[config.mk]
export PLATFORM = sky130hd
export DESIGN_NAME = ntt_stage_sequencer_flat
export DESIGN_NICKNAME = d
export VERILOG_FILES = /design/src/rtl/ntt_stage_sequencer_if.sv /design/src/rtl/ntt_stage_sequencer.sv /design/src/flat_wrapper.sv
export SDC_FILE = /design/constraint.sdc
export NUM_CORES = 1
export LEC_CHECK = 0
export CAP_MARGIN = 30
export CORE_MARGIN = 2
export CORE_UTILIZATION = 54
export DETAILED_ROUTE_END_ITERATION = 6
export GPL_ROUTABILITY_DRIVEN = 0
export PLACE_DENSITY = 0.79
export SLEW_MARGIN = 20
export SYNTH_ARGS = -nofsm -noshare
export SYNTH_HDL_FRONTEND = slang
export SYNTH_SLANG_ARGS = --single-unit
[constraint.sdc]
create_clock -name clk -period 3.43 [get_ports clk]
set_clock_uncertainty 0.15 [all_clocks]
set_input_delay 0.5145 -clock clk [delete_from_list [all_inputs] [get_ports clk]]
set_output_delay 0.5145 -clock clk [all_outputs]
set_load 0.005 [all_outputs]
[src/rtl/ntt_stage_sequencer_if.sv]
// Control and memory/butterfly bus of the NTT stage sequencer.
// The master side is the sequencer. The slave side is the memory, the butterfly unit and the host.
interface ntt_stage_sequencer_if #(
   parameter int LOG_N = 8
);
   localparam int SW = (LOG_N > 1) ? $clog2(LOG_N) : 1;

   logic             start;
   logic             hold;
   logic             busy;
   logic             done;
   logic [SW-1:0]    stage;
   logic             mem_re;
   logic [LOG_N-1:0] mem_raddr_a;
   logic [LOG_N-1:0] mem_raddr_b;
   logic [LOG_N-1:0] tw_addr;
   logic             bf_valid_in;
   logic             mem_we;
   logic [LOG_N-1:0] mem_waddr_a;
   logic [LOG_N-1:0] mem_waddr_b;

   modport master (
      input  start, hold,
      output busy, done, stage, mem_re, mem_raddr_a, mem_raddr_b, tw_addr,
             bf_valid_in, mem_we, mem_waddr_a, mem_waddr_b
   );

   modport slave (
      output start, hold,
      input  busy, done, stage, mem_re, mem_raddr_a, mem_raddr_b, tw_addr,
             bf_valid_in, mem_we, mem_waddr_a, mem_waddr_b
   );
endinterface

[src/rtl/ntt_stage_sequencer.sv]
// In-place radix-2 NTT stage sequencer. It issues one butterfly pair per cycle, MSB pivot first.
// Write addresses replay the read addresses BF_LAT+1 cycles later, and the pipeline drains between stages.
module ntt_stage_sequencer #(
   parameter int LOG_N  = 8,
   parameter int BF_LAT = 3
) (
   input logic                   clk,
   input logic                   rst,
   ntt_stage_sequencer_if.master bus
);
   localparam int SW = (LOG_N > 1) ? $clog2(LOG_N) : 1;
   localparam int KW = LOG_N - 1;
   localparam int L  = BF_LAT + 1;
   localparam logic [KW-1:0] K_LAST = '1;
   localparam logic [SW-1:0] S_LAST = SW'(LOG_N - 1);

   typedef enum logic [1:0] {IDLE, ISSUE, DRAIN, DONE} state_t;

   state_t                   state_q, state_d;
   logic [SW-1:0]            s_q, s_d;
   logic [KW-1:0]            k_q, k_d;
   logic [L-1:0]             pv_q, pv_d;
   logic [L-1:0][LOG_N-1:0]  pa_q, pa_d;
   logic [L-1:0][LOG_N-1:0]  pb_q, pb_d;

   logic             issue;
   logic [SW-1:0]    pivot;
   logic [LOG_N-1:0] k_ext;
   logic [LOG_N-1:0] low_mask;
   logic [LOG_N-1:0] addr_a;
   logic [LOG_N-1:0] addr_b;
   logic [LOG_N-1:0] tw;

   // Insert a zero at the pivot bit of k to get the lower element. The upper element sets that bit.
   always_comb begin
      issue    = (state_q == ISSUE) && !bus.hold;
      pivot    = S_LAST - s_q;
      k_ext    = {1'b0, k_q};
      low_mask = (LOG_N'(1) << pivot) - LOG_N'(1);
      addr_a   = ((k_ext & ~low_mask) << 1) | (k_ext & low_mask);
      addr_b   = addr_a | (LOG_N'(1) << pivot);
      tw       = (LOG_N'(1) << s_q) + (k_ext >> pivot);
   end

   always_comb begin
      pv_d = {pv_q[L-2:0], issue};
      pa_d = {pa_q[L-2:0], (issue ? addr_a : LOG_N'(0))};
      pb_d = {pb_q[L-2:0], (issue ? addr_b : LOG_N'(0))};
   end

   always_comb begin
      state_d = state_q;
      s_d     = s_q;
      k_d     = k_q;
      case (state_q)
         IDLE: begin
            if (bus.start) begin
               state_d = ISSUE;
               s_d     = '0;
               k_d     = '0;
            end
         end
         ISSUE: begin
            if (issue) begin
               if (k_q == K_LAST) begin
                  state_d = DRAIN;
               end else begin
                  k_d = k_q + KW'(1);
               end
            end
         end
         DRAIN: begin
            // Only the final pair is left in the pipe and it is writing this cycle.
            if (pv_q[L-2:0] == '0) begin
               k_d = '0;
               if (s_q == S_LAST) begin
                  state_d = DONE;
               end else begin
                  state_d = ISSUE;
                  s_d     = s_q + SW'(1);
               end
            end
         end
         DONE: begin
            state_d = IDLE;
         end
         default: begin
            state_d = IDLE;
         end
      endcase
   end

   always_ff @(posedge clk or posedge rst) begin
      if (rst) begin
         state_q <= IDLE;
         s_q     <= '0;
         k_q     <= '0;
         pv_q    <= '0;
         pa_q    <= '0;
         pb_q    <= '0;
      end else begin
         state_q <= state_d;
         s_q     <= s_d;
         k_q     <= k_d;
         pv_q    <= pv_d;
         pa_q    <= pa_d;
         pb_q    <= pb_d;
      end
   end

   assign bus.busy        = (state_q == ISSUE) || (state_q == DRAIN);
   assign bus.done        = (state_q == DONE);
   assign bus.stage       = s_q;
   assign bus.mem_re      = issue;
   assign bus.mem_raddr_a = issue ? addr_a : '0;
   assign bus.mem_raddr_b = issue ? addr_b : '0;
   assign bus.tw_addr     = issue ? tw : '0;
   assign bus.bf_valid_in = pv_q[0];
   assign bus.mem_we      = pv_q[L-1];
   assign bus.mem_waddr_a = pa_q[L-1];
   assign bus.mem_waddr_b = pb_q[L-1];
endmodule

[src/flat_wrapper.sv]
// flat-port wrapper written by rule: the top's interface ports become plain ports
module ntt_stage_sequencer_flat 
#(
   parameter int LOG_N  = 8,
   parameter int BF_LAT = 3
)
  (clk, rst, bus_start, bus_hold, bus_busy, bus_done, bus_stage, bus_mem_re, bus_mem_raddr_a, bus_mem_raddr_b, bus_tw_addr, bus_bf_valid_in, bus_mem_we, bus_mem_waddr_a, bus_mem_waddr_b);
  ntt_stage_sequencer_if #(.LOG_N(LOG_N)) bus_i ();
  input logic clk;
  input logic rst;
  input wire logic [$bits(bus_i.start)-1:0] bus_start;
  input wire logic [$bits(bus_i.hold)-1:0] bus_hold;
  output wire logic [$bits(bus_i.busy)-1:0] bus_busy;
  output wire logic [$bits(bus_i.done)-1:0] bus_done;
  output wire logic [$bits(bus_i.stage)-1:0] bus_stage;
  output wire logic [$bits(bus_i.mem_re)-1:0] bus_mem_re;
  output wire logic [$bits(bus_i.mem_raddr_a)-1:0] bus_mem_raddr_a;
  output wire logic [$bits(bus_i.mem_raddr_b)-1:0] bus_mem_raddr_b;
  output wire logic [$bits(bus_i.tw_addr)-1:0] bus_tw_addr;
  output wire logic [$bits(bus_i.bf_valid_in)-1:0] bus_bf_valid_in;
  output wire logic [$bits(bus_i.mem_we)-1:0] bus_mem_we;
  output wire logic [$bits(bus_i.mem_waddr_a)-1:0] bus_mem_waddr_a;
  output wire logic [$bits(bus_i.mem_waddr_b)-1:0] bus_mem_waddr_b;
  assign bus_i.start = bus_start;
  assign bus_i.hold = bus_hold;
  assign bus_busy = bus_i.busy;
  assign bus_done = bus_i.done;
  assign bus_stage = bus_i.stage;
  assign bus_mem_re = bus_i.mem_re;
  assign bus_mem_raddr_a = bus_i.mem_raddr_a;
  assign bus_mem_raddr_b = bus_i.mem_raddr_b;
  assign bus_tw_addr = bus_i.tw_addr;
  assign bus_bf_valid_in = bus_i.bf_valid_in;
  assign bus_mem_we = bus_i.mem_we;
  assign bus_mem_waddr_a = bus_i.mem_waddr_a;
  assign bus_mem_waddr_b = bus_i.mem_waddr_b;
  ntt_stage_sequencer #(.LOG_N(LOG_N), .BF_LAT(BF_LAT)) u_core (.clk(clk), .rst(rst), .bus(bus_i));
endmodule
==> flow_results.org <==
** Floorplanning
- The total area inside the core boundary comes to 6420 um^2.
- Ports :: 52
- Vertical die dimension :: 85.8 um
- Horizontal extent of the die :: 85.8 um
- Initial core utilization :: 0.563
- Cell row count :: 29
- The die covers 7370 um^2.

** STA
- Sum Neg Setup Slack :: -0.204 ns
- Worst slew slack as a fraction of its limit :: 0.530
- Share of the cycle needed by the critical path after routing :: 1.02
- Unrepaired setup endpoints after global routing :: true
- Count of final max-slew check failures :: 0
- Static timing analysis puts the maximum clock frequency at 285 MHz.
- Transition time of the tightest slew-check pin :: 0.698 ns
- Setup violations remaining at the end of the flow were counted as 4.
- The tightest hold path in the finished design has a slack of 0.201 ns.
- Final count of hold timing violations :: 0
- Final worst setup slack :: -0.0834 ns
- Crit path time final :: 3.51 ns

** Clocking
- In this run, CTS created clock tree buffers numbering 9.
- TritonCTS built the clock tree.
- The tree built by TritonCTS fans out to 80 sinks.
- In this run the deepest clock path goes through 2 buffers.
- Clock transition at the registers of the reported paths :: 0.08 ns
- Clock Root Buffer :: clkbuf_8
- Htree depth :: 3
- Worst skew pair latency :: 0.35 ns

** Power
- Across the VDD grid, the largest voltage drop is 277 uV.
- Power spread over the standard cell area amounts to 500 nW/um^2.
- Summed over all cells, the static leakage comes to 2.42 nW.

** Hold path
- Classification of the worst-slack hold path :: reg -> reg
- WHS Path Cells :: 0

** Drt
- Initial drt markers :: 213
- After detailed routing, the average wire length per cell comes to 17.9 um.
- Via count :: 2784
- Wires add up to 8720 um.
- After detailed routing, the number of remaining DRC violations is 4.
- The count of nets left with antenna violations once routing finished came out at 0.
- The pre-antenna-repair detailed-routing pass consisted of 6 iterations.
- In the routed layout, each cell is associated on average with a via count of 5.72.

** Synthesis
- Dividing the synthesized area by the synthesized cell count gives 11.3 um^2.
- Synth async-reset ratio :: 1.00
- After synthesis the cells add up to 3620 um^2.
- For this run, the register share of the synthesized area comes to 0.553.
- Syn Inst Count :: 319
- Post-synthesis net count :: 341
- Synthesis-stage register bit count :: 80
- Top FF cell, synth :: dfrtp_1
- The Yosys step of the flow raised 0 warnings.
- The netlist uses 56 different library cells.
- In this run, synthesis inferred 0 flip-flops with an integrated enable.

** Job
- Max-capacitance violation count :: 0

** Finish
- With fillers left out, the area of the finished cells amounts to 4890 um^2.
- In the final layout, the multi-input gates occupy 1560 um^2.
- NumNets Final :: 427
- The area growth from synthesis to layout is 35.1%.
- Number of diodes :: 0
- Filler Cell Count :: 376
- Leaving out fill and tap cells, the most frequent cell in the layout is dfrtp_1.
- Of the cells placed in the final design, the portion with a size suffix greater than 1 is 0.327.
- Register area :: 2000 um^2
- Most frequent cells in the layout :: dfrtp_1 (78), buf_4 (44), clkdlybuf4s50_1 (36)

** Place
- In this run the tool buffered the top-level ports with 51 buffer cells.
- Once placement finished, the instance area stood at 4300 um^2.
- Detailed placement finished with a half-perimeter wire length of 5650 um.

** Global route
- The via count of the first global-routing pass is 2770.
- Combined global-route utilization of all metal layers :: 0.240
- The first global-routing pass estimated 13300 um of wire.
- Largest net degree at the start of global routing :: 36
- The total overflow left after global routing is 0.
- Initial antenna violation count :: 0

** Outcome
- The flow ran to the end, but the final reports show violations.
- The checks that failed: design-rule violations, negative setup slack.

** Critical path
- STA puts the critical path data arrival time at 2.85 ns.
- Sort of element at the start of the critical path :: register
- Register-to-Register Path Depth :: 10
- Across all register-to-register paths, the minimum setup slack is 0.99 ns.
- The setup path with the least slack is of type reg -> out.
- Endpoint kind of the worst setup timing path :: output port
- For the worst setup path, the data required time is 2.77 ns.
- Biggest fanout along the worst timing path :: 7
## power by group
group	total, mW	leakage [nW]	switching [mW]	internal (mW)
Combinational	0.597	1.28	0.282	0.315
Clock	0.677	0.0929	0.338	0.339
Sequential	1.17	1.05	0.0642	1.10
Total	2.44	2.42	0.685	1.76
## registers in the layout (all words and copies together), names as in the netlist
| register | count |
|---|---|
| u_core.pa_d | 24 |
| u_core.k_q | 7 |
| u_core.bus.mem_waddr_b | 8 |
| u_core.bus.stage | 3 |
| u_core.pb_d | 24 |
| u_core.bus.mem_waddr_a | 8 |
| u_core.state_q | 2 |
| u_core.pv_q | 4 |
## Yosys cell counts (2+ instances only)
cell type / number / share of area
or2_2: 2 / 0.0035
a21oi_1: 16 / 0.022
nor2_1: 24 / 0.025
and3_1: 4 / 0.0069
o211ai_1: 3 / 0.0062
or3_1: 4 / 0.0069
a22oi_1: 3 / 0.0062
a22o_1: 4 / 0.0097
nand2_1: 20 / 0.021
o22ai_1: 2 / 0.0035
inv_1: 20 / 0.021
ha_1: 18 / 0.062
a211oi_1: 4 / 0.0083
nor3_1: 10 / 0.014
xnor2_1: 5 / 0.012
buf_6: 4 / 0.012
o31a_1: 2 / 0.0048
a21o_1: 8 / 0.017
dfrtp_1: 80 / 0.55
mux2i_1: 4 / 0.011
buf_2: 5 / 0.0069
nand3_1: 5 / 0.0069
nand2b_1: 5 / 0.0086
o31ai_1: 2 / 0.0041
xor2_1: 5 / 0.012
o21ai_0: 10 / 0.014
clkbuf_1: 3 / 0.0031
mux4_2: 2 / 0.012
buf_4: 18 / 0.037
## path summary, 6_finish.rpt
check | to | startpoint
setup reg to reg | u_core.pa_d[12] | u_core.bus.stage[0]
hold reg to reg | u_core.bus.mem_waddr_b[7] | u_core.pb_d[31]
min in group asynchronous | u_core.bus.mem_waddr_a[2] | rst
setup / recovery | bus_tw_addr[6] | u_core.bus.stage[0]
max in group asynchronous | u_core.bus.mem_waddr_a[1] | rst
hold / removal | u_core.bus.mem_waddr_b[7] | u_core.pb_d[31]
## metrics by stage
stage / utilization / power [mW] / std cells / setup slack [ns]
global route: 0.761 / 2.57 / 487 / -0.178
CTS: 0.723 / 2.41 / 477 / -0.0152
finish: 0.761 / 2.44 / 487 / -0.0834
global placement: 0.666 / 1.69 / 453 / 0.00980
detailed placement: 0.669 / 1.72 / 454 / -0.0652
floorplan: - / 1.48 / 319 / 0.234
## layer usage
layer  vias up  routed length, um  share of wire  global-route usage
li1       1250                  -              -                   -
met1      1341               3280           0.38               0.283
met2       162               4410           0.51               0.401
met3        31                721          0.083              0.0789
met4         0                311          0.036               0.107
met5         -                  0              0                   0
## timing repair
| item | in CTS | in global routing |
|---|---|---|
| pin swaps | 21 | 15 |
| buffers inserted | 7 | 11 |
| cloned | 0 | 0 |
| endpoints found under the setup margin | 17 | 17 |
| gates resized for setup | 59 | 40 |
| hold buffers | 0 | 0 |
## kinds of logic (layout without fill, tap and decap cells)
| kind of cell | Yosys count | count (layout) | share of synthesized area |
|---|---|---|---|
| xor gates and xnor gates | 10 | 10 | 0.0242 |
| adders and majority gates | 18 | 18 | 0.0623 |
| muxes | 9 | 9 | 0.0339 |
| DFF | 80 | 80 | 0.553 |
| buffers and inverters | 52 | 143 | 0.0827 |
| AOI/OAI and AO/OA | 69 | 69 | 0.136 |
| and+or+nand+nor | 81 | 81 | 0.108 |
## cell type report
| cell class | instances | area share |
|---|---|---|
| Inverter | 22 | 0.0177 |
| Tap cell | 77 | 0.0197 |
| Sequential cell | 80 | 0.410 |
| Clock buffer | 10 | 0.0261 |
| Timing Repair Buffer | 105 | 0.194 |
| Clock inverter | 6 | 0.0138 |
| Multi-Input combinational cell | 187 | 0.319 |
## critical path, stage by stage (launching register included)
cell      delay [ns]
dfrtp_2         0.49
buf_4           0.18
mux2_4          0.30
a21boi_1        0.20
o31a_1          0.17
ha_2            0.21
nor3_2          0.04
o31a_1          0.30
buf_4           0.14
o21ai_2         0.13
mux2i_1         0.19
buf_2           0.13
Power figures use the tool's default switching activity.
